## config.mk

```make
export PLATFORM = sky130hd
export DESIGN_NAME = board_ctrl_flat
export DESIGN_NICKNAME = d
export VERILOG_FILES = /design/src/rtl/board_ctrl_if.sv /design/src/rtl/board_ctrl.sv /design/src/flat_wrapper.sv
export SDC_FILE = /design/constraint.sdc
export NUM_CORES = 1
export LEC_CHECK = 0
export BUFFER_PORTS_ARGS = -buffer_cell sky130_fd_sc_hd__buf_2
export CAP_MARGIN = 25
export CORE_UTILIZATION = 45
export DETAILED_ROUTE_END_ITERATION = 10
export REMOVE_ABC_BUFFERS = 1
export SKIP_LAST_GASP = 1
export SYNTH_ARGS = -nofsm -noshare
export SYNTH_HDL_FRONTEND = slang
export SYNTH_SLANG_ARGS = --single-unit
```

## constraint.sdc

```tcl
create_clock -name clk -period 7.14 [get_ports clk]
set_input_delay 0.357 -clock clk [delete_from_list [all_inputs] [get_ports clk]]
set_output_delay 0.357 -clock clk [all_outputs]
set_load 0.005 [all_outputs]
```

## src/rtl/board_ctrl_if.sv

```systemverilog
// Button, status and pixel read-port bundle between the Gomoku UI and board_ctrl.
// The UI side uses the master modport; board_ctrl uses the slave modport.
interface board_ctrl_if #(
   parameter int BOARD_DIM = 6
);
   localparam int CW = $clog2(BOARD_DIM);
   localparam int IW = $clog2(BOARD_DIM * BOARD_DIM);

   logic          btn_up;
   logic          btn_down;
   logic          btn_left;
   logic          btn_right;
   logic          btn_place;
   logic [IW-1:0] rd_idx;
   logic [1:0]    rd_cell;
   logic [CW-1:0] cursor_x;
   logic [CW-1:0] cursor_y;
   logic          turn;
   logic          busy;
   logic          place_ok;
   logic          place_rej;
   logic          game_over;
   logic [1:0]    winner;

   modport master (
      output btn_up, btn_down, btn_left, btn_right, btn_place, rd_idx,
      input  rd_cell, cursor_x, cursor_y, turn, busy, place_ok, place_rej,
             game_over, winner
   );

   modport slave (
      input  btn_up, btn_down, btn_left, btn_right, btn_place, rd_idx,
      output rd_cell, cursor_x, cursor_y, turn, busy, place_ok, place_rej,
             game_over, winner
   );
endinterface

```

## src/rtl/board_ctrl.sv

```systemverilog
// Gomoku game-state engine: N x N board, cursor, turn and a one-cell-per-cycle win scan.
// Define BOARD_CURSOR_WRAP_EN to make the cursor wrap at the board edges instead of saturating.
module board_ctrl #(
   parameter int BOARD_DIM = 6,
   parameter int WIN_LEN   = 5
) (
   input  logic        clk,
   input  logic        rst,
   board_ctrl_if.slave bus
);
   localparam int CW = $clog2(BOARD_DIM);
   localparam int IW = $clog2(BOARD_DIM * BOARD_DIM);
   localparam int NN = BOARD_DIM * BOARD_DIM;
   localparam int PW = CW + 2;
   localparam int MW = $clog2(NN + 1);
   localparam int KW = $clog2(WIN_LEN + 1);
   localparam logic [CW-1:0] MAX_C = CW'(BOARD_DIM - 1);
   localparam logic [CW-1:0] MID_C = CW'(BOARD_DIM / 2);
`ifdef BOARD_CURSOR_WRAP_EN
   localparam bit WRAP = 1'b1;
`else
   localparam bit WRAP = 1'b0;
`endif

   typedef enum logic [1:0] {IDLE, SCAN, OVER} state_t;
   typedef enum logic [1:0] {DIR_E, DIR_S, DIR_SE, DIR_NE} dir_t;
   typedef logic signed [PW-1:0] pos_t;

   localparam pos_t MAX_P = pos_t'(BOARD_DIM - 1);

   state_t        state;
   dir_t          dir;
   logic          side;
   logic [1:0]    board [NN];
   logic [CW-1:0] org_x, org_y, cur_x, cur_y, nxt_x, nxt_y;
   logic [1:0]    color, winner;
   pos_t          pos_x, pos_y, org_sx, org_sy;
   logic [KW-1:0] count;
   logic [MW-1:0] moves;
   logic          turn, busy, place_ok, place_rej, game_over;
   logic [IW-1:0] cur_idx, cand_idx;
   logic [1:0]    cand_cell, stone;
   logic          in_bounds, match, hit_win;
   dir_t          dir_nx;

   // Unit step of a scan direction; side=1 walks the opposite way.
   function automatic pos_t step_x(input dir_t d, input logic neg);
      pos_t s;
      s = (d == DIR_S) ? pos_t'(0) : pos_t'(1);
      return neg ? -s : s;
   endfunction

   function automatic pos_t step_y(input dir_t d, input logic neg);
      pos_t s;
      case (d)
         DIR_E:   s = pos_t'(0);
         DIR_NE:  s = pos_t'(-1);
         default: s = pos_t'(1);
      endcase
      return neg ? -s : s;
   endfunction

   assign org_sx    = pos_t'({2'b00, org_x});
   assign org_sy    = pos_t'({2'b00, org_y});
   assign dir_nx    = dir_t'(dir + 2'd1);
   assign stone     = {turn, ~turn};
   assign cur_idx   = IW'(cur_y) * IW'(BOARD_DIM) + IW'(cur_x);
   assign in_bounds = (pos_x >= pos_t'(0)) && (pos_x <= MAX_P) &&
                      (pos_y >= pos_t'(0)) && (pos_y <= MAX_P);
   assign cand_idx  = IW'(pos_y[CW-1:0]) * IW'(BOARD_DIM) + IW'(pos_x[CW-1:0]);
   assign cand_cell = in_bounds ? board[cand_idx] : 2'b00;
   assign match     = in_bounds && (cand_cell == color);
   assign hit_win   = match && (count == KW'(WIN_LEN - 1));

   assign bus.rd_cell   = (int'(bus.rd_idx) < NN) ? board[bus.rd_idx] : 2'b00;
   assign bus.cursor_x  = cur_x;
   assign bus.cursor_y  = cur_y;
   assign bus.turn      = turn;
   assign bus.busy      = busy;
   assign bus.place_ok  = place_ok;
   assign bus.place_rej = place_rej;
   assign bus.game_over = game_over;
   assign bus.winner    = winner;

   // NOTE: next-cursor values get a default before any condition so this block cannot infer a latch.
   always_comb begin
      nxt_x = cur_x;
      nxt_y = cur_y;
      if (bus.btn_right && !bus.btn_left)
         nxt_x = (cur_x == MAX_C) ? (WRAP ? '0 : MAX_C) : cur_x + 1'b1;
      else if (bus.btn_left && !bus.btn_right)
         nxt_x = (cur_x == '0) ? (WRAP ? MAX_C : '0) : cur_x - 1'b1;
      if (bus.btn_down && !bus.btn_up)
         nxt_y = (cur_y == MAX_C) ? (WRAP ? '0 : MAX_C) : cur_y + 1'b1;
      else if (bus.btn_up && !bus.btn_down)
         nxt_y = (cur_y == '0) ? (WRAP ? MAX_C : '0) : cur_y - 1'b1;
   end

   // NOTE: non-blocking assignments here, so every decision below sees pre-edge register values.
   always_ff @(posedge clk or posedge rst) begin
      if (rst) begin
         cur_x <= MID_C;
         cur_y <= MID_C;
      end else begin
         cur_x <= nxt_x;
         cur_y <= nxt_y;
      end
   end

   always_ff @(posedge clk or posedge rst) begin
      if (rst) begin
         // NOTE: the board is a register array, not RAM: rst and restart both clear every cell at once.
         for (int i = 0; i < NN; i++) board[i] <= 2'b00;
         state     <= IDLE;
         dir       <= DIR_E;
         side      <= 1'b0;
         org_x     <= '0;
         org_y     <= '0;
         color     <= 2'b00;
         pos_x     <= pos_t'(0);
         pos_y     <= pos_t'(0);
         count     <= '0;
         moves     <= '0;
         turn      <= 1'b0;
         busy      <= 1'b0;
         place_ok  <= 1'b0;
         place_rej <= 1'b0;
         game_over <= 1'b0;
         winner    <= 2'b00;
      end else begin
         place_ok  <= 1'b0;
         place_rej <= 1'b0;
         case (state)
            IDLE: begin
               if (bus.btn_place) begin
                  if (board[cur_idx] == 2'b00) begin
                     board[cur_idx] <= stone;
                     org_x    <= cur_x;
                     org_y    <= cur_y;
                     color    <= stone;
                     moves    <= moves + 1'b1;
                     count    <= KW'(1);
                     dir      <= DIR_E;
                     side     <= 1'b0;
                     pos_x    <= pos_t'({2'b00, cur_x}) + pos_t'(1);
                     pos_y    <= pos_t'({2'b00, cur_y});
                     busy     <= 1'b1;
                     place_ok <= 1'b1;
                     state    <= SCAN;
                  end else begin
                     place_rej <= 1'b1;
                  end
               end
            end
            SCAN: begin
               if (bus.btn_place) place_rej <= 1'b1;
               if (hit_win) begin
                  busy      <= 1'b0;
                  game_over <= 1'b1;
                  winner    <= color;
                  state     <= OVER;
               end else if (match) begin
                  count <= count + 1'b1;
                  pos_x <= pos_x + step_x(dir, side);
                  pos_y <= pos_y + step_y(dir, side);
               end else if (!side) begin
                  side  <= 1'b1;
                  pos_x <= org_sx + step_x(dir, 1'b1);
                  pos_y <= org_sy + step_y(dir, 1'b1);
               end else if (dir == DIR_NE) begin
                  busy <= 1'b0;
                  if (moves == MW'(NN)) begin
                     game_over <= 1'b1;
                     winner    <= 2'b11;
                     state     <= OVER;
                  end else begin
                     turn  <= ~turn;
                     state <= IDLE;
                  end
               end else begin
                  dir   <= dir_nx;
                  side  <= 1'b0;
                  count <= KW'(1);
                  pos_x <= org_sx + step_x(dir_nx, 1'b0);
                  pos_y <= org_sy + step_y(dir_nx, 1'b0);
               end
            end
            OVER: begin
               if (bus.btn_place) begin
                  for (int i = 0; i < NN; i++) board[i] <= 2'b00;
                  turn      <= 1'b0;
                  winner    <= 2'b00;
                  game_over <= 1'b0;
                  moves     <= '0;
                  state     <= IDLE;
               end
            end
            default: state <= IDLE;
         endcase
      end
   end
endmodule

```

## src/flat_wrapper.sv

```systemverilog
// flat-port wrapper written by rule: the top's interface ports become plain ports
module board_ctrl_flat 
#(
   parameter int BOARD_DIM = 6,
   parameter int WIN_LEN   = 5
)
  (clk, rst, bus_btn_up, bus_btn_down, bus_btn_left, bus_btn_right, bus_btn_place, bus_rd_idx, bus_rd_cell, bus_cursor_x, bus_cursor_y, bus_turn, bus_busy, bus_place_ok, bus_place_rej, bus_game_over, bus_winner);
  board_ctrl_if #(.BOARD_DIM(BOARD_DIM)) bus_i ();
  input  logic clk;
  input  logic rst;
  input wire logic [$bits(bus_i.btn_up)-1:0] bus_btn_up;
  input wire logic [$bits(bus_i.btn_down)-1:0] bus_btn_down;
  input wire logic [$bits(bus_i.btn_left)-1:0] bus_btn_left;
  input wire logic [$bits(bus_i.btn_right)-1:0] bus_btn_right;
  input wire logic [$bits(bus_i.btn_place)-1:0] bus_btn_place;
  input wire logic [$bits(bus_i.rd_idx)-1:0] bus_rd_idx;
  output wire logic [$bits(bus_i.rd_cell)-1:0] bus_rd_cell;
  output wire logic [$bits(bus_i.cursor_x)-1:0] bus_cursor_x;
  output wire logic [$bits(bus_i.cursor_y)-1:0] bus_cursor_y;
  output wire logic [$bits(bus_i.turn)-1:0] bus_turn;
  output wire logic [$bits(bus_i.busy)-1:0] bus_busy;
  output wire logic [$bits(bus_i.place_ok)-1:0] bus_place_ok;
  output wire logic [$bits(bus_i.place_rej)-1:0] bus_place_rej;
  output wire logic [$bits(bus_i.game_over)-1:0] bus_game_over;
  output wire logic [$bits(bus_i.winner)-1:0] bus_winner;
  assign bus_i.btn_up = bus_btn_up;
  assign bus_i.btn_down = bus_btn_down;
  assign bus_i.btn_left = bus_btn_left;
  assign bus_i.btn_right = bus_btn_right;
  assign bus_i.btn_place = bus_btn_place;
  assign bus_i.rd_idx = bus_rd_idx;
  assign bus_rd_cell = bus_i.rd_cell;
  assign bus_cursor_x = bus_i.cursor_x;
  assign bus_cursor_y = bus_i.cursor_y;
  assign bus_turn = bus_i.turn;
  assign bus_busy = bus_i.busy;
  assign bus_place_ok = bus_i.place_ok;
  assign bus_place_rej = bus_i.place_rej;
  assign bus_game_over = bus_i.game_over;
  assign bus_winner = bus_i.winner;
  board_ctrl #(.BOARD_DIM(BOARD_DIM), .WIN_LEN(WIN_LEN)) u_core (.clk(clk), .rst(rst), .bus(bus_i));
endmodule
```

==> summary.txt <==
Synthesis
  • Synth Cell Area: ~8700 sq um
  • Compound-Gate Fraction of Synth Area: 0.196
  • Area leader, netlist: dfrtp_1
  • EDFF count, synth: 0
  • Synth top area share: 0.325
  • Netlist cell types: approximately 80
  • Synth Warn #: 0
  • Post-synthesis mux area share: 0.151
  • Synth Area in Simple Gates: 0.120
  • Async S/R FF share, synth: 1.00
  • Count leader, synth: dfrtp_1
  • Mean post-synth cell area: ~10 sq um
  • Xor/xnor share of the synthesized area: 0.0345
  • Largest cells by area after synthesis: dfrtp_1 (32%), ha_1 (8.3%), mux4_2 (7.5%)
  • Register bit total from synthesis: about 120
  • Adder-cell area share of the yosys netlist: 0.102
  • Largest family of logic cells by synthesized area: compound AO/OA/AOI/OAI gates
  • Mapped Cells: 874
  • Post-synthesis sequential area ratio: 0.337
  • Synth Flop Type: dfrtp_1
  • Commonest cells post-synth: dfrtp_1 (113), inv_1 (66), a22o_1 (64)

Clocking
  • Postcts setup bufs: 0
  • Hold Buf Count CTS: 0
  • Clock Tree Buf Depth: 2
  • Clock transition at path regs: ~0.060 ns
  • Post-CTS sizing: 0
  • Worst-Skew Late Latency: 0.42 ns
  • CTS tree: done
  • # H-tree levels: 4
  • CTS sink cnt: 117
  • Total clock buffers created by CTS: 17
  • Root Driver: clkbuf_16

STA
  • Peak Freq: between 150 and 200 MHz
  • Slew of the pin with the lowest slew margin: 1.02 ns
  • Period utilization: 0.723
  • RSZ-0062 raised after global routing: false
  • Final worst slack: slightly below 2 ns
  • Relative slew slack: 0.317
  • Min cycle time layout: a little over 5 ns
  • Max-slew violation count: 0
  • Setup TNS: 0 ns
  • Final Setup Violations: 0
  • Setup Skew: about 0.0090 ns
  • Final Hold Viols: 0

Critical path
  • Critical-path cell list: inv_1 -> ha_1 -> inv_1 -> fa_1 -> buf_4 -> mux2i_1 -> mux4_2 -> a21oi_1 -> o311ai_1 -> a221oi_1 -> buf_4 -> or2_1 -> a21boi_1 -> a211oi_2 -> buf_4 -> mux2_4
  • Crit. End Element: register
  • Crit Path Class: reg -> reg
  • Slowest cell on crit path: dfstp_2
  • CP dominant cell by count: buf_4
  • Reg2Reg Setup Slack: a little under 2 ns
  • Crit path max fanout: 32
  • WP data arrival: ~5.5 ns
  • Largest stage delay on the critical path: ~0.61 ns
  • Critical path required time: around 7.4 ns
  • Buf+Inv Stages, Crit Path: 5
  • Top delay family on crit path: compound AO/OA/AOI/OAI gates
  • Startpoint Class: register

Place
  • Placed Instances: around 1,100
  • Post-DP HPWL: about 17 mm
  • Final GP Congestion: 0.881
  • Pre-CTS WS: around 2.0 ns
  • Port Buf Inserts: 27

GRT
  • Initial antenna violation count: 0
  • Most Crowded Layer GR: met2
  • Pin count of the biggest net entering global routing: 65
  • Number of global-route vias before repair: just under 7,000
  • M3 GR Usage: 0.0387
  • Met2 GRT Util: 0.389
  • Met1 global-route usage: 0.375
  • Total GRT Usage: 0.259
  • First-pass GRT wire length: ~39 mm
  • GRT Residual Overflow: 0

Cells and area
  • Layout cells sized above 1: 0.160
  • Nets: between 900 and 1,000
  • Final std cells w/o fill: 1,159
  • Layout area overhead: 11.0%
  • Antenna diodes: 0

Die
  • Initial core utilization: 0.462
  • FP Rows: 50
  • Die Ht: ~140 um
  • # IOs: 28
  • Die area: around 20,000 sq um
  • Die width: around 140 um
  • Core area: 18,800 sq um

Run status
  • Status: finished clean

Hold path
  • Hold crit path type: in -> async

Route
  • Total number of vias: 7,118
  • DRT Pass-1 Iters: 6
  • Drc violations: 0
  • WL/cell: 21.0 um
  • Antenna viol nets, final: 0
  • DR iter-0 viols: roughly 700
  • DRT Wirelength: 24.3 mm
  • DR vias/cell: 6.14

Job
  • Max-cap violations: 0
[sequential cells by signal (all words and copies together) (netlist names), 2 cells and up]
name	count
u_core.count	3
u_core.color	2
u_core.org_x	3
u_core.moves	6
u_core.pos_x	5
u_core.bus.cursor_x	3
u_core.org_y	3
u_core.state	2
u_core.bus.cursor_y	3
u_core.board	72
u_core.pos_y	5
u_core.dir	2
u_core.bus.winner	2
[per-layer routing]
| layer | up-vias | wire (um) | part of all wire |
|---|---|---|---|
| met3 | 48 | 1480 | 0.061 |
| met4 | 0 | 665 | 0.027 |
| met1 | 3547 | 11200 | 0.46 |
| li1 | 3260 | - | - |
| met5 | - | 0 | 0 |
| met2 | 263 | 10900 | 0.45 |
[cell type report]
cell class                      instances  area (sq um)
Fill cell                            1743          9170
Multi-Input combinational cell        637          5260
Sequential cell                       117          2930
Clock buffer                           18           439
Tap cell                              260           325
Timing Repair Buffer                   46           278
Inverter                               67           254
Clock inverter                         14           178
[per-stage QoR]
stage                util  hold slack [ns]  area, sq um
finish              0.513           0.0213         9660
CTS                 0.513           0.0452         9660
global route        0.513           0.0966         9660
detailed placement  0.480            0.490         9050
global placement    0.480            0.490         9050
floorplan               -            0.454         8440
[worst reg2reg max path: stages, from the launching register on]
cell	delay (ns)
dfstp_2	0.61
inv_1	0.11
ha_1	0.35
inv_1	0.07
fa_1	0.50
buf_4	0.34
mux2i_1	0.13
mux4_2	0.47
a21oi_1	0.23
o311ai_1	0.16
a221oi_1	0.32
buf_4	0.23
or2_1	0.45
a21boi_1	0.47
a211oi_2	0.09
buf_4	0.22
mux2_4	0.31
[worst paths after layout]
check	end	cells past startpoint	from
worst max-delay path	u_core.pos_x[4]$_DFFE_PP0P_	16	u_core.bus.cursor_y[1]$_DFFE_PP1P_
worst min-delay path	u_core.board[16]$_DFFE_PP0P_	2	rst
worst max register to register	u_core.pos_x[4]$_DFFE_PP0P_	16	u_core.bus.cursor_y[1]$_DFFE_PP1P_
worst min register to register	u_core.bus.game_over$_DFFE_PP0P_	1	u_core.bus.game_over$_DFFE_PP0P_
max in group asynchronous	u_core.pos_x[3]$_DFFE_PP0P_	3	rst
min in group clk	u_core.bus.place_rej$_DFF_PP0_	3	bus_btn_place
[cell families after synthesis]
| family | count (synthesis) |
|---|---|
| buf+inv | 120 |
| compound gates | 233 |
| simple gates | 215 |
| mux | 92 |
| xor+xnor | 31 |
| flops | 117 |
| fa+ha+maj | 66 |
[placed cells by master (no fill, tap or decap), drive strengths merged, types with 38 or more instances in the layout]
cell,netlist,layout
dfrtp,113,113
inv,67,69
a22o,64,64
nand2,63,63
ha,58,58
nor2,55,55
mux2i,48,48
buf,22,46
nand3,38,38
Power is not shown: default switching activity piles up to over one toggle a cycle in this logic, so the estimate is an artifact.
